--- src/rtl/serial_wide_adder_pkg.sv ---
// Shared types and constants for the byte-serial wide adder.
package serial_wide_adder_pkg;

  // Width of one processed slice of the operands.
  localparam int unsigned ByteW = 8;

  // Transaction phases: wait for operands, add one byte per cycle, hold result.
  typedef enum logic [1:0] {
    StIdle = 2'd0,
    StRun  = 2'd1,
    StDone = 2'd2
  } state_t;

endpackage

--- src/rtl/serial_wide_adder_if.sv ---
// Operand/result handshake bundle for the byte-serial wide adder.
interface serial_wide_adder_if
  import serial_wide_adder_pkg::*;
#(
  parameter int unsigned NBYTES = 4
) ();

  logic                    in_valid;
  logic                    in_ready;
  logic [ByteW*NBYTES-1:0] din_a;
  logic [ByteW*NBYTES-1:0] din_b;
  logic                    cin;
  logic                    out_valid;
  logic                    out_ready;
  logic [ByteW*NBYTES-1:0] sum;
  logic                    cout;

  // Producer/consumer side (testbench or upstream logic).
  modport master (
    output in_valid, din_a, din_b, cin, out_ready,
    input  in_ready, out_valid, sum, cout
  );

  // Adder side.
  modport slave (
    input  in_valid, din_a, din_b, cin, out_ready,
    output in_ready, out_valid, sum, cout
  );

endinterface

--- src/rtl/serial_wide_adder_byte_adder_slice.sv ---
// Combinational one-byte full adder: s = a + b + ci, co = carry out.
module byte_adder_slice
  import serial_wide_adder_pkg::*;
(
  input  logic [ByteW-1:0] a,
  input  logic [ByteW-1:0] b,
  input  logic             ci,
  output logic [ByteW-1:0] s,
  output logic             co
);

  logic [ByteW:0] full;

  // Widen by one bit so the carry falls out of the top of the add.
  always_comb begin
    full = {1'b0, a} + {1'b0, b} + {{ByteW{1'b0}}, ci};
    s    = full[ByteW-1:0];
    co   = full[ByteW];
  end

endmodule

--- src/rtl/serial_wide_adder.sv ---
// Byte-serial wide adder: one shared 8-bit adder walks the operands LSB first,
// producing A+B+cin and the final carry NBYTES cycles after acceptance.
module serial_wide_adder
  import serial_wide_adder_pkg::*;
#(
  parameter int unsigned NBYTES = 4
) (
  input logic                clk,
  input logic                rst_n,
  serial_wide_adder_if.slave bus
);

  localparam int unsigned W    = ByteW * NBYTES;
  localparam int unsigned CntW = $clog2(NBYTES);
  localparam logic [CntW-1:0] LastCnt = CntW'(NBYTES - 1);

  state_t            state_q;
  logic [CntW-1:0]   cnt_q;
  logic              carry_q;
  logic [W-1:0]      a_q;
  logic [W-1:0]      b_q;
  logic [W-1:0]      sum_q;
  logic              cout_q;

  logic [ByteW-1:0]  a_byte;
  logic [ByteW-1:0]  b_byte;
  logic [ByteW-1:0]  s_byte;
  logic              co_byte;

  // Select the byte pair addressed by the counter.
  always_comb begin
    a_byte = a_q[cnt_q*ByteW +: ByteW];
    b_byte = b_q[cnt_q*ByteW +: ByteW];
  end

  byte_adder_slice u_slice (
    .a  (a_byte),
    .b  (b_byte),
    .ci (carry_q),
    .s  (s_byte),
    .co (co_byte)
  );

  // Transaction FSM plus operand, carry and result registers.
  always_ff @(posedge clk or negedge rst_n) begin
    if (!rst_n) begin
      state_q <= StIdle;
      cnt_q   <= '0;
      carry_q <= 1'b0;
      a_q     <= '0;
      b_q     <= '0;
      sum_q   <= '0;
      cout_q  <= 1'b0;
    end else begin
      unique case (state_q)
        StIdle: begin
          if (bus.in_valid) begin
            a_q     <= bus.din_a;
            b_q     <= bus.din_b;
            carry_q <= bus.cin;
            cnt_q   <= '0;
            state_q <= StRun;
          end
        end
        StRun: begin
          sum_q[cnt_q*ByteW +: ByteW] <= s_byte;
          carry_q                     <= co_byte;
          cnt_q                       <= cnt_q + 1'b1;
          if (cnt_q == LastCnt) begin
            cout_q  <= co_byte;
            state_q <= StDone;
          end
        end
        StDone: begin
          if (bus.out_ready) begin
            state_q <= StIdle;
          end
        end
        default: state_q <= StIdle;
      endcase
    end
  end

  // Handshake flags depend on the state register only.
  assign bus.in_ready  = (state_q == StIdle);
  assign bus.out_valid = (state_q == StDone);
  assign bus.sum       = sum_q;
  assign bus.cout      = cout_q;

endmodule

--- src/flat_wrapper.sv ---
// flat-port wrapper written by rule: the top's interface ports become plain ports
module serial_wide_adder_flat import serial_wide_adder_pkg::*;
#(
  parameter int unsigned NBYTES = 4
)
  (clk, rst_n, bus_in_valid, bus_din_a, bus_din_b, bus_cin, bus_out_ready, bus_in_ready, bus_out_valid, bus_sum, bus_cout);
  serial_wide_adder_if #(.NBYTES(NBYTES)) bus_i ();
  input logic clk;
  input logic rst_n;
  input wire logic [$bits(bus_i.in_valid)-1:0] bus_in_valid;
  input wire logic [$bits(bus_i.din_a)-1:0] bus_din_a;
  input wire logic [$bits(bus_i.din_b)-1:0] bus_din_b;
  input wire logic [$bits(bus_i.cin)-1:0] bus_cin;
  input wire logic [$bits(bus_i.out_ready)-1:0] bus_out_ready;
  output wire logic [$bits(bus_i.in_ready)-1:0] bus_in_ready;
  output wire logic [$bits(bus_i.out_valid)-1:0] bus_out_valid;
  output wire logic [$bits(bus_i.sum)-1:0] bus_sum;
  output wire logic [$bits(bus_i.cout)-1:0] bus_cout;
  assign bus_i.in_valid = bus_in_valid;
  assign bus_i.din_a = bus_din_a;
  assign bus_i.din_b = bus_din_b;
  assign bus_i.cin = bus_cin;
  assign bus_i.out_ready = bus_out_ready;
  assign bus_in_ready = bus_i.in_ready;
  assign bus_out_valid = bus_i.out_valid;
  assign bus_sum = bus_i.sum;
  assign bus_cout = bus_i.cout;
  serial_wide_adder #(.NBYTES(NBYTES)) u_core (.clk(clk), .rst_n(rst_n), .bus(bus_i));
endmodule
--- config.mk ---
export PLATFORM = sky130hd
export DESIGN_NAME = serial_wide_adder_flat
export DESIGN_NICKNAME = d
export VERILOG_FILES = /design/src/rtl/serial_wide_adder_pkg.sv /design/src/rtl/serial_wide_adder_if.sv /design/src/rtl/serial_wide_adder_byte_adder_slice.sv /design/src/rtl/serial_wide_adder.sv /design/src/flat_wrapper.sv
export SDC_FILE = /design/constraint.sdc
export NUM_CORES = 1
export LEC_CHECK = 0
export CORE_UTILIZATION = 55
export DETAILED_ROUTE_END_ITERATION = 6
export DONT_BUFFER_PORTS = 1
export MAX_ROUTING_LAYER = met4
export PLACE_DENSITY = 0.7
export SKIP_CTS_REPAIR_TIMING = 1
export SLEW_MARGIN = 25
export SYNTH_ARGS = -nofsm -noshare
export SYNTH_HDL_FRONTEND = slang
export SYNTH_SLANG_ARGS = --single-unit
--- constraint.sdc ---
create_clock -name clk -period 4.2 [get_ports clk]
set_input_delay 0.42 -clock clk [delete_from_list [all_inputs] [get_ports clk]]
set_output_delay 0.42 -clock clk [all_outputs]
set_load 0.005 [all_outputs]
Word level (Yosys, flattened, before mapping)

Index checks and enable logic that the tools add are counted.

Add/subtract/negate cells: 4
Mux-type cells: 9
Reductions and logical operators: 6
Shift operators: 4
Equality and inequality tests: 6

Operators by type and width:

| operator                                               | number |
|---|---|
| indexed part select 32 x 6 -> 8 bit                    | 2 |
| negator 5 -> 34 bit                                    | 1 |
| variable shift 8 x 34 -> 32 bit (first input constant) | 1 |
| indexed part select 8 x 34 -> 32 bit                   | 1 |
| bitwise mux 32 bit                                     | 1 |
| adder 8 x 8 -> 9 bit                                   | 1 |
| adder 9 x 1 -> 9 bit                                   | 1 |
| 2-to-1 mux 2 bit                                       | 4 |
| one-hot mux 2 bit (3 select lines)                     | 1 |
| AND reduction 2 bit                                    | 3 |
| == test 2 bit (second input constant)                  | 2 |
| != test 2 bit (second input constant)                  | 2 |
| one-hot mux 2 bit (2 select lines)                     | 1 |
| AND reduction 3 bit                                    | 1 |
| adder 2 x 1 -> 2 bit (second input constant)           | 1 |
| == test 2 x 1 -> 1 bit (second input constant)         | 1 |
| logical NOT 2 bit                                      | 1 |
| != test 2 x 1 -> 1 bit (second input constant)         | 1 |
| one-hot mux 1 bit (2 select lines)                     | 1 |
| nonzero test 2 bit                                     | 1 |
| 2-to-1 mux 1 bit                                       | 1 |

Bits of input ports: 69
Bits in registers: 102

Logic depth before layout (Yosys ltp)

Depth after elaboration: 5
Gate-level depth with buffers: 9

Cells and area by module

From an unflattened synthesis, not the netlist that was laid out.

Cells, all modules: 311
Area total of the unflattened synthesis: 4647.0 um^2

By module, submodules not included:

| module            | instances | cells each | area each (um^2) |
|---|---|---|---|
| serial_wide_adder | 1         | 269        | 4315.4 |
| byte_adder_slice  | 1         | 42         | 331.6 |

Worst setup path before layout

OpenSTA, ideal clock, no wires.

Path type: register to register
Start point: register u_core.cnt_q[0]
End point: register u_core.sum_q[14], in the netlist u_core.bus.sum[14]
Cell stages (with the launch flop): 9
Setup slack: 1.154 ns
Required time: 4.079 ns
Arrival: 2.925 ns
Setup time: 0.121 ns
Path through: dfrtp_1 buf_2 mux4_2 fa_1 fa_1 a21o_1 a221oi_2 xnor2_1 a22o_1

Word-level cells in the longest chain between the ends: 5

RTL lines:

| item                                                          | RTL line                                         | text |
|---|---|---|
| start: declaration                                            | serial_wide_adder.sv:18                          | `logic [CntW-1:0] cnt_q;` |
| start signal: assignment                                      | serial_wide_adder.sv:68                          | `cnt_q <= cnt_q + 1'b1;` |
| indexed part select 32 x 6 -> 8 bit, on equally long branches | serial_wide_adder.sv:32, serial_wide_adder.sv:33 |  |
| adder 8 x 8 -> 9 bit                                          | serial_wide_adder_byte_adder_slice.sv:16         | `full = {1'b0, a} + {1'b0, b} + {{ByteW{1'b0}}, ci};` |
| adder 9 x 1 -> 9 bit                                          | serial_wide_adder_byte_adder_slice.sv:16         |  |
| indexed part select 8 x 34 -> 32 bit                          | serial_wide_adder.sv:66                          | `sum_q[cnt_q*ByteW +: ByteW] <= s_byte;` |
| bitwise mux 32 bit (*)                                        | serial_wide_adder.sv:66                          |  |
| end signal: indexed assignment                                | serial_wide_adder.sv:66                          |  |
| end: declaration                                              | serial_wide_adder.sv:22                          | `logic [W-1:0] sum_q;` |

Mark *: on every way between the ends. The rest lies on a longest branch, timed or not.
A chain may end at the register's enable or synchronous reset.

Final worst setup path

Start point: register u_core.cnt_q[0]
End point: register u_core.carry_q

Word-level cells in the longest chain between the ends: 4

RTL lines:

| item                                                          | RTL line                                         | text |
|---|---|---|
| indexed part select 32 x 6 -> 8 bit, on equally long branches | serial_wide_adder.sv:32, serial_wide_adder.sv:33 |  |
| adder 8 x 8 -> 9 bit (*)                                      | serial_wide_adder_byte_adder_slice.sv:16         |  |
| adder 9 x 1 -> 9 bit (*)                                      | serial_wide_adder_byte_adder_slice.sv:16         |  |
| one-hot mux 1 bit (2 select lines) (*)                        | serial_wide_adder.sv:55                          | `unique case (state_q)` |
| end signal: assignment                                        | serial_wide_adder.sv:60                          | `carry_q <= bus.cin;` |
| end signal: assignment                                        | serial_wide_adder.sv:67                          | `carry_q <= co_byte;` |
| end: declaration                                              | serial_wide_adder.sv:19                          | `logic carry_q;` |

Marks and branches as above.

==> results.json <==
{
  "rsz0062_at_grt": "no",
  "worst_pin_slew_ns": 0.787,
  "io_buffer_count": 0,
  "violations": "hold timing",
  "cp-startpoint": "u_core.cnt_q[0]",
  "post-route-min-period_ns": 3.18,
  "drt_iter0_markers": 98,
  "total_leakage_power_nw": 2.13,
  "r2r-start": "u_core.cnt_q[0]",
  "maxSlewViolCount": 0,
  "gp_congestion": 0.868,
  "syn2layout_area_growth_pct": 6.68,
  "ys_ff_latch": 102,
  "ys_warn_count": 0,
  "grt_use_met2_pct": 36.1,
  "period_share_pct": 75.8,
  "cap_violations": 0,
  "cts_tree": "yes",
  "start_util_pct": 56.6,
  "relSlewSlack_pct": 47.6,
  "die_w_um": 93.9,
  "crit_arrival_ns": 3.42,
  "clockBufferDepth": 2,
  "antenna_found_initial": 0,
  "via_count": 2601,
  "cts_buffers": 9,
  "synthCells": 315,
  "fmax_ghz": 0.314,
  "power_mw": 4.96,
  "avgViaCountPerCell": 6.09,
  "cp_max_fo": 9,
  "status": "finished with violations",
  "grt_pass1_vias": 2788,
  "required_ns": 4.44,
  "setup_viol": 0,
  "grt_pass1_wl_um": 14700,
  "synth_cell_types": 39,
  "layout-drive-gt1-share_pct": 33.9,
  "firstDrtPassIters": 4,
  "track_usage_pct": 23.2,
  "num_rows": 33,
  "clock-sinks": 102,
  "syn_area_um2": 4650,
  "top_usage_layer": "met2",
  "cts.clk_slew.worst_paths_ns": 0.10,
  "clk_latency_ns": 0.36,
  "wire_per_inst_um": 21.1,
  "die_area_um2": 8820,
  "die_h_um": 93.9,
  "avgSynthCellArea_um2": 14.8,
  "ff2ff_path_depth": 8,
  "io_pins": 104,
  "power_density_nw_per_um2": 1000,
  "nets": 401,
  "grt-ovfl-total": 0,
  "met3_usage_pct": 5.18,
  "timing.clock.skew_ns": 0.0127,
  "hp-class": "in2async",
  "htree_levels": 3,
  "hpwlAfterDp_um": 6390,
  "final_common_cell": "dfrtp_1",
  "r2r_slack_ns": 1.02,
  "seq_area_frac_synth_pct": 54.9,
  "drc_errors": 0,
  "crit_path_start_kind": "flip-flop",
  "ir_worst_vdd_mv": 0.495,
  "worst_hold_slack_ns": -0.0451,
  "totalWireLength_um": 9010,
  "critPathCapture": "u_core.carry_q",
  "use_met1_pct": 30.0,
  "crit_type": "reg2reg",
  "endpoint_kind": "flip-flop",
  "finalHoldViolCount": 29,
  "antenna_left": 0,
  "rr_endpoint": "u_core.carry_q",
  "grt_max_degree": 103,
  "diodes": 0,
  "clockRootBuffer": "clkbuf_8",
  "syn_nets": 399,
  "core_region_area_um2": 8220,
  "final.setup.tns_ns": 0,
  "mostFrequentLayoutCells": "dfrtp_1 (102), mux2_2 (64), a22o_1 (25), mux4_2 (16), nand2_1 (14)"
}
[worst min-delay path by stage]
stage / slack, ns / to / start
2_1_floorplan: 0.12 / u_core.a_q[0] / rst_n
3_3_place_gp: 0.13 / u_core.bus.sum[26] / rst_n
3_5_place_dp: 0.13 / u_core.bus.sum[10] / rst_n
4_1_cts: -0.27 / u_core.b_q[21] / rst_n
5_1_grt: 0.01 / u_core.bus.sum[26] / rst_n
6_report: -0.05 / u_core.bus.sum[10] / rst_n
[synthesized netlist by cell type (all sizes together)]
cell type,instances,area share [%]
a211oi,1,0.16
a21o,3,0.48
a21oi,7,0.75
a221oi,1,0.32
a22o,25,4.7
and2,1,0.13
and2b,1,0.16
and3,1,0.13
and4b,1,0.22
buf,12,1.8
clkbuf,1,0.081
dfrtp,102,55
fa,2,0.86
ha,13,3.5
inv,4,0.32
mux2,64,16
mux2i,1,0.22
mux4,16,7.8
nand2,18,1.9
nand2b,3,0.40
nand3b,2,0.32
nand4,1,0.13
nor2,6,0.48
nor2b,2,0.27
nor3,3,0.78
nor4,1,0.46
o211ai,1,0.16
o21ai,13,1.4
o21bai,2,0.32
or3,1,0.13
or4,1,0.24
xnor2,4,0.75
xor2,1,0.19
[final cells by class]
type	instances	area (µm²)
flip-flops and latches	102	2550
well taps	105	131
clock inverters	5	83.8
repair buffers	4	50.0
multi-input cells	196	1990
inverters	4	15.0
fillers	633	3260
clock buffers	11	131
[layer usage]
| metal | part of all wire, % | wire (µm) |
|---|---|---|
| met5 | 0 | 0 |
| met4 | 1.7 | 153 |
| met3 | 6.1 | 548 |
| met2 | 49 | 4420 |
| met1 | 43 | 3890 |
[logic make-up after synthesis]
logic type | count (synthesis) | share of synthesized area, %
buf+inv | 17 | 2.21
mux | 81 | 23.5
xor+xnor | 5 | 0.942
fa+ha+maj | 15 | 4.36
compound gates | 53 | 8.32
simple gates | 42 | 5.76
flops | 102 | 54.9
[critical path, cell delays in order (launching register included)]
cell and delay [ns]:
dfrtp_1 0.67, mux4_2 0.60, fa_1 0.45, fa_1 0.43, a21o_1 0.22, a221oi_2 0.29
nor2b_1 0.08, o21ai_0 0.21, o21ai_0 0.12
[sequential cells by signal (all words and copies together) (netlist names)]
| name | count |
|---|---|
| u_core.a_q | 32 |
| u_core.carry_q | 1 |
| u_core.cnt_q | 2 |
| u_core.state_q | 2 |
| u_core.bus.sum | 32 |
| u_core.bus.cout | 1 |
| u_core.b_q | 32 |
[power by group]
part / internal, mW / leakage [nW] / switching, mW / total [mW]
clock: 0.337 / 0.0998 / 0.327 / 0.664
combinational: 1.17 / 0.765 / 1.38 / 2.56
sequential: 1.43 / 1.27 / 0.308 / 1.74
total: 2.94 / 2.13 / 2.02 / 4.96
[metrics by stage]
stage          setup slack [ns]  cells  utilization [%]  instance area (µm²)
2_1_floorplan              1.15    315                -                 4650
3_3_place_gp               1.04    410             57.4                 4710
3_5_place_dp               1.03    410             57.4                 4710
4_1_cts                   0.983    426             60.0                 4930
5_1_grt                   0.790    427             60.3                 4960
6_report                   1.02    427             60.3                 4960
No activity file was read; power rests on OpenSTA's default activity.
